[config.mk]
export PLATFORM = sky130hd
export DESIGN_NAME = branch_cmp_pipe
export DESIGN_NICKNAME = d
export VERILOG_FILES = /design/src/rtl/branch_cmp_pkg.sv /design/src/rtl/branch_cmp_pipe_core.sv /design/src/rtl/branch_cmp_pipe.sv
export SDC_FILE = /design/constraint.sdc
export NUM_CORES = 1
export LEC_CHECK = 0
export ABC_AREA = 1
export ABC_CLOCK_PERIOD_IN_PS = 2700
export BUFFER_PORTS_ARGS = -buffer_cell sky130_fd_sc_hd__buf_2
export CELL_PAD_IN_SITES_DETAIL_PLACEMENT = 0
export CELL_PAD_IN_SITES_GLOBAL_PLACEMENT = 1
export CORE_MARGIN = 2
export CORE_UTILIZATION = 31
export DETAILED_ROUTE_END_ITERATION = 10
export PLACE_DENSITY_LB_ADDON = 0.1
export SKIP_CTS_REPAIR_TIMING = 1
export SYNTH_ARGS = -nofsm -noshare
export SYNTH_HDL_FRONTEND = slang
export SYNTH_SLANG_ARGS = --single-unit
[constraint.sdc]
create_clock -name clk -period 2.7 [get_ports clk]
set_input_delay 0.135 -clock clk [delete_from_list [all_inputs] [get_ports clk]]
set_output_delay 0.135 -clock clk [all_outputs]
set_load 0.02 [all_outputs]
[src/rtl/branch_cmp_pkg.sv]
// Shared condition codes and pipeline stage record for the decode-stage branch comparator.
package branch_cmp_pkg;

   localparam int unsigned CMP_OP_W = 3;
   localparam int unsigned PERF_W   = 32;

   localparam logic [CMP_OP_W-1:0] CMP_EQ  = 3'd0;
   localparam logic [CMP_OP_W-1:0] CMP_NE  = 3'd1;
   localparam logic [CMP_OP_W-1:0] CMP_LEZ = 3'd2;
   localparam logic [CMP_OP_W-1:0] CMP_GTZ = 3'd3;
   localparam logic [CMP_OP_W-1:0] CMP_LTZ = 3'd4;
   localparam logic [CMP_OP_W-1:0] CMP_GEZ = 3'd5;
   localparam logic [CMP_OP_W-1:0] CMP_LT  = 3'd6;
   localparam logic [CMP_OP_W-1:0] CMP_LTU = 3'd7;

   typedef struct packed {
      logic                valid;
      logic                taken;
      logic                eq;
      logic [CMP_OP_W-1:0] op;
   } stage_t;

   localparam int unsigned STAGE_W = 3 + CMP_OP_W;

endpackage

[src/rtl/branch_cmp_pipe_core.sv]
// Combinational branch-condition evaluator: op, d1, d2 -> taken, eq.
module branch_cmp_core
   import branch_cmp_pkg::*;
#(
   parameter int unsigned WIDTH = 32
) (
   input  logic [CMP_OP_W-1:0] op,
   input  logic [WIDTH-1:0]    d1,
   input  logic [WIDTH-1:0]    d2,
   output logic                taken_c,
   output logic                eq_c
);

   logic neg;
   logic zero;
   logic lt_s;
   logic lt_u;

   // Zero-compare ops look only at d1; its top bit is the sign.
   always_comb begin
      eq_c    = (d1 == d2);
      neg     = d1[WIDTH-1];
      zero    = (d1 == '0);
      lt_s    = ($signed(d1) < $signed(d2));
      lt_u    = (d1 < d2);
      taken_c = 1'b0;
      case (op)
         CMP_EQ:  taken_c = eq_c;
         CMP_NE:  taken_c = !eq_c;
         CMP_LEZ: taken_c = neg || zero;
         CMP_GTZ: taken_c = !neg && !zero;
         CMP_LTZ: taken_c = neg;
         CMP_GEZ: taken_c = !neg;
         CMP_LT:  taken_c = lt_s;
         CMP_LTU: taken_c = lt_u;
         default: taken_c = 1'b0;
      endcase
   end

endmodule

[src/rtl/branch_cmp_pipe.sv]
// Branch comparator with PIPE_STAGES result registers, stall/flush from the hazard unit.
// Optional BRANCH_CMP_PERF_EN adds evaluation/taken/stall counters.
module branch_cmp_pipe
   import branch_cmp_pkg::*;
#(
   parameter int unsigned WIDTH       = 32,
   parameter int unsigned PIPE_STAGES = 1
) (
   input  logic                clk,
   input  logic                reset,
   input  logic                in_valid,
   input  logic [CMP_OP_W-1:0] in_op,
   input  logic [WIDTH-1:0]    D1,
   input  logic [WIDTH-1:0]    D2,
   input  logic                stall,
   input  logic                flush,
   output logic                out_valid,
   output logic                out_taken,
   output logic                out_eq,
   output logic [CMP_OP_W-1:0] out_op
`ifdef BRANCH_CMP_PERF_EN
   ,
   output logic [PERF_W-1:0]   perf_evals,
   output logic [PERF_W-1:0]   perf_taken,
   output logic [PERF_W-1:0]   perf_bubbles
`endif
);

   logic   taken_c;
   logic   eq_c;
   stage_t in_rec;

   branch_cmp_core #(.WIDTH(WIDTH)) u_core (
      .op      (in_op),
      .d1      (D1),
      .d2      (D2),
      .taken_c (taken_c),
      .eq_c    (eq_c)
   );

   // Record entering the pipe; flags are zeroed for bubbles.
   always_comb begin
      in_rec.valid = in_valid;
      in_rec.taken = in_valid && taken_c;
      in_rec.eq    = in_valid && eq_c;
      in_rec.op    = in_op;
   end

   generate
      if (PIPE_STAGES == 0) begin : g_comb
         assign out_valid = in_rec.valid;
         assign out_taken = in_rec.taken;
         assign out_eq    = in_rec.eq;
         assign out_op    = in_rec.op;
      end else begin : g_pipe
         stage_t chain [PIPE_STAGES+1];

         assign chain[0] = in_rec;

         for (genvar i = 0; i < PIPE_STAGES; i++) begin : g_stage
            stage_t q;

            // Reset and flush clear the stage; stall holds it.
            always_ff @(posedge clk) begin
               if (reset || flush) begin
                  q <= '0;
               end else if (!stall) begin
                  q <= chain[i];
               end
            end

            assign chain[i+1] = q;
         end

         assign out_valid = chain[PIPE_STAGES].valid;
         assign out_taken = chain[PIPE_STAGES].taken;
         assign out_eq    = chain[PIPE_STAGES].eq;
         assign out_op    = chain[PIPE_STAGES].op;
      end
   endgenerate

`ifdef BRANCH_CMP_PERF_EN
   // Counters wrap naturally; flush does not touch them.
   always_ff @(posedge clk) begin
      if (reset) begin
         perf_evals   <= '0;
         perf_taken   <= '0;
         perf_bubbles <= '0;
      end else begin
         if (out_valid && !stall) begin
            perf_evals <= perf_evals + PERF_W'(1);
         end
         if (out_valid && out_taken && !stall) begin
            perf_taken <= perf_taken + PERF_W'(1);
         end
         if (stall) begin
            perf_bubbles <= perf_bubbles + PERF_W'(1);
         end
      end
   end
`endif

endmodule

==> impl_results.md <==
* Outcome: finished, final reports clean
* Clk slew on worst S/H paths at 0.04 ns
* Routed WL at 3.173 mm
* Fin crit period at 1.493 ns
* Root Buffer: clkbuf_8
* Post-synthesis instance area at 0.001354 mm2
* CTS H-Tree Depth at 1
* Setup violations, final at 0
* Final nets at 411
* Max-Cap Viols at 0
* #FFs+latches synth at 6
* Fmax at 669.8 MHz
* Post-DP Area at 0.001778 mm2
* Vias in the first global route at 1465
* Clk sink count at 6
* Worst Hold Class: in -> reg
* Worst Path Required at 2.81 ns
* Register area share after synthesis at 8.872%
* Critical path class: in -> reg
* First-pass GRT wire length at 5.651 mm
* Yosys warns at 0
* Inserted Clock Buffers at 3
* Logic pwr share at 48.2%
* Post-placement cell count at 354
* Lkg Pwr at 1.126 nW
* Setup TNS at 0 ns
* Initial DRC Count at 41
* Antenna diodes at 0
* Global route overflow at 0
* CP endpoint kind: flip-flop
* Hold path start: stall
* Initial Util at 31.53%
* Finished Layout Cells at 357
* Worst slew pin tran at 0.2552 ns
* Yosys cell types at 21
* Buffers on Ports at 77
* P_sw at 0.1492 mW
* Mean Syn Cell Area at 5.912 um2
* Tot Pwr at 0.4373 mW
* Max clock buf depth at 2
* Initial antenna violation count at 0
* Skew-Pair Late Insertion Delay at 0.22 ns
* CP Launch Point: D1[31]
* Placer Congestion at 0.9384
* Row cnt at 24
* Die H at 70.09 um
* GRT Overall Usage at 13.44%
* Proportion of layout cells with a drive suffix above 1 at 29.18%
* Fillers at 474
* Hold Vio Cnt, Final at 0
* Core area at 0.004294 mm2
* Pwr/cell area at 240.4 mW/mm2
* Reg power frac at 21.3%
* Width of the die at 70.09 um
* Clock network fraction of design power at 30.5%
* Tcrit/Tclk final at 55.30%
* CP Launch Type: input pin
* Pint at 0.2881 mW
* Critical Path AT at 1.60 ns
* DR WL/cell at 8.888 um
* Vias/cell at 4.347
* Worst reg2reg startpoint: out_op[0]
* Die area at 0.004912 mm2
* DRC at 0
* Largest net degree at the start of global routing at 9
* Sw frac at 34.12%
* Crit-path max FO at 5
* Commonest non-fill, non-tap cell in the layout: buf_2
* Detail Route Antenna Nets at 0
* Setup repair after global routing missed its margin: no
* Most frequent cells in the layout: 77 x buf_2, 56 x nand2_1, 46 x inv_1
* Post-DP HPWL at 2.909 mm
* CTS tree: done
* Relative slew slack at 82.97%
* Maximum vdd drop at 109.0 uV
* Max Slew Vio Count at 0
* Finished layout cell area at 0.001819 mm2
* Synth Net Count at 333
* Drt pass-1 iters at 4
* Worst Skew at 0 ns
* # IOs at 78
* DR vias at 1552
* Cells after Synth at 229
* Area delta synth->final at 34.38%
-- power groups by stage --
stage          Sequential (mW)  Combinational [mW]  Clock, mW
2_1_floorplan           0.0954               0.127          0
3_3_place_gp            0.0944               0.214          0
3_5_place_dp            0.0944               0.214          0
4_1_cts                 0.0931               0.215      0.133
5_1_grt                 0.0934               0.249      0.141
6_report                0.0930               0.211      0.133
-- per-stage QoR --
step	util, %	hold WS (ns)	setup slack (ns)
floorplan	-	0.2755	1.204
global placement	41.40	0.4238	1.016
detailed placement	41.40	0.4232	0.9678
CTS	42.37	0.1935	1.191
global route	42.37	0.2121	0.9952
finish	42.37	0.1940	1.207
-- per-layer routing --
layer / part of all wire (%) / track usage [%] / vias to the layer above / wire (um)
met3: 5.9 / 1.587 / 8 / 186
li1: - / - / 873 / -
met2: 46 / 23.81 / 52 / 1447
met1: 47 / 17.03 / 619 / 1476
met5: 0 / 0 / - / 0
met4: 2.0 / 3.846 / 0 / 62
-- path summary, 6_finish.rpt --
path	end	slack (ns)	depth (start not counted)
setup / recovery	out_taken	1.21	15
hold / removal	out_taken	0.19	3
setup reg to reg	out_op[0]	2.06	2
hold reg to reg	out_valid	0.45	2
-- worst max-delay path: stages --
cell	delay, ns
buf_2	0.13
ha_1	0.34
nand2_2	0.07
nor2_2	0.13
nand2_2	0.08
nor2_4	0.13
nand2_2	0.07
a21oi_2	0.10
nand2_1	0.07
nor2_2	0.07
nand2_1	0.05
inv_1	0.05
nand2_1	0.04
nand2_1	0.05
a21oi_1	0.05
-- state kept, by name, summed over array words and instances, names as in the netlist --
| signal | cells |
|---|---|
| out_op | 3 |
| out_eq | 1 |
| out_taken | 1 |
| out_valid | 1 |
-- layout make-up --
cell class / count / area, um2 / area share, %
inverters: 46 / 172.7 / 9.491
multi-input cells: 173 / 1035 / 56.88
clock buffers: 3 / 41.29 / 2.270
repair buffers: 77 / 385.4 / 21.18
well taps: 52 / 65.06 / 3.576
flip-flops and latches: 6 / 120.1 / 6.602
-- synth_stat cells (all sizes together) --
| cell | count | share of area, % |
|---|---|---|
| dfxtp | 6 | 8.9 |
| nand2 | 59 | 17 |
| buf | 3 | 1.7 |
| o21ai | 4 | 1.5 |
| a21o | 1 | 0.55 |
| nand4 | 2 | 0.92 |
| nor2 | 39 | 12 |
| inv | 46 | 13 |
| ha | 32 | 30 |
| o21a | 2 | 1.1 |
| a211oi | 3 | 1.7 |
| nor3 | 2 | 0.74 |
| a21oi | 19 | 7.3 |
| clkbuf | 1 | 0.28 |
| nand3 | 8 | 3.0 |
| or2 | 1 | 0.46 |
| a31oi | 1 | 0.46 |
-- kinds of logic after synthesis --
kind of cell,after synthesis,synth area share [%]
AO/OA/AOI/OAI,30,12.57
adder cells (fa/ha/maj),32,29.57
buffers and inverters,50,14.69
flip-flops,6,8.873
AND/OR/NAND/NOR,111,34.29
Power figures use the tool's default switching activity.
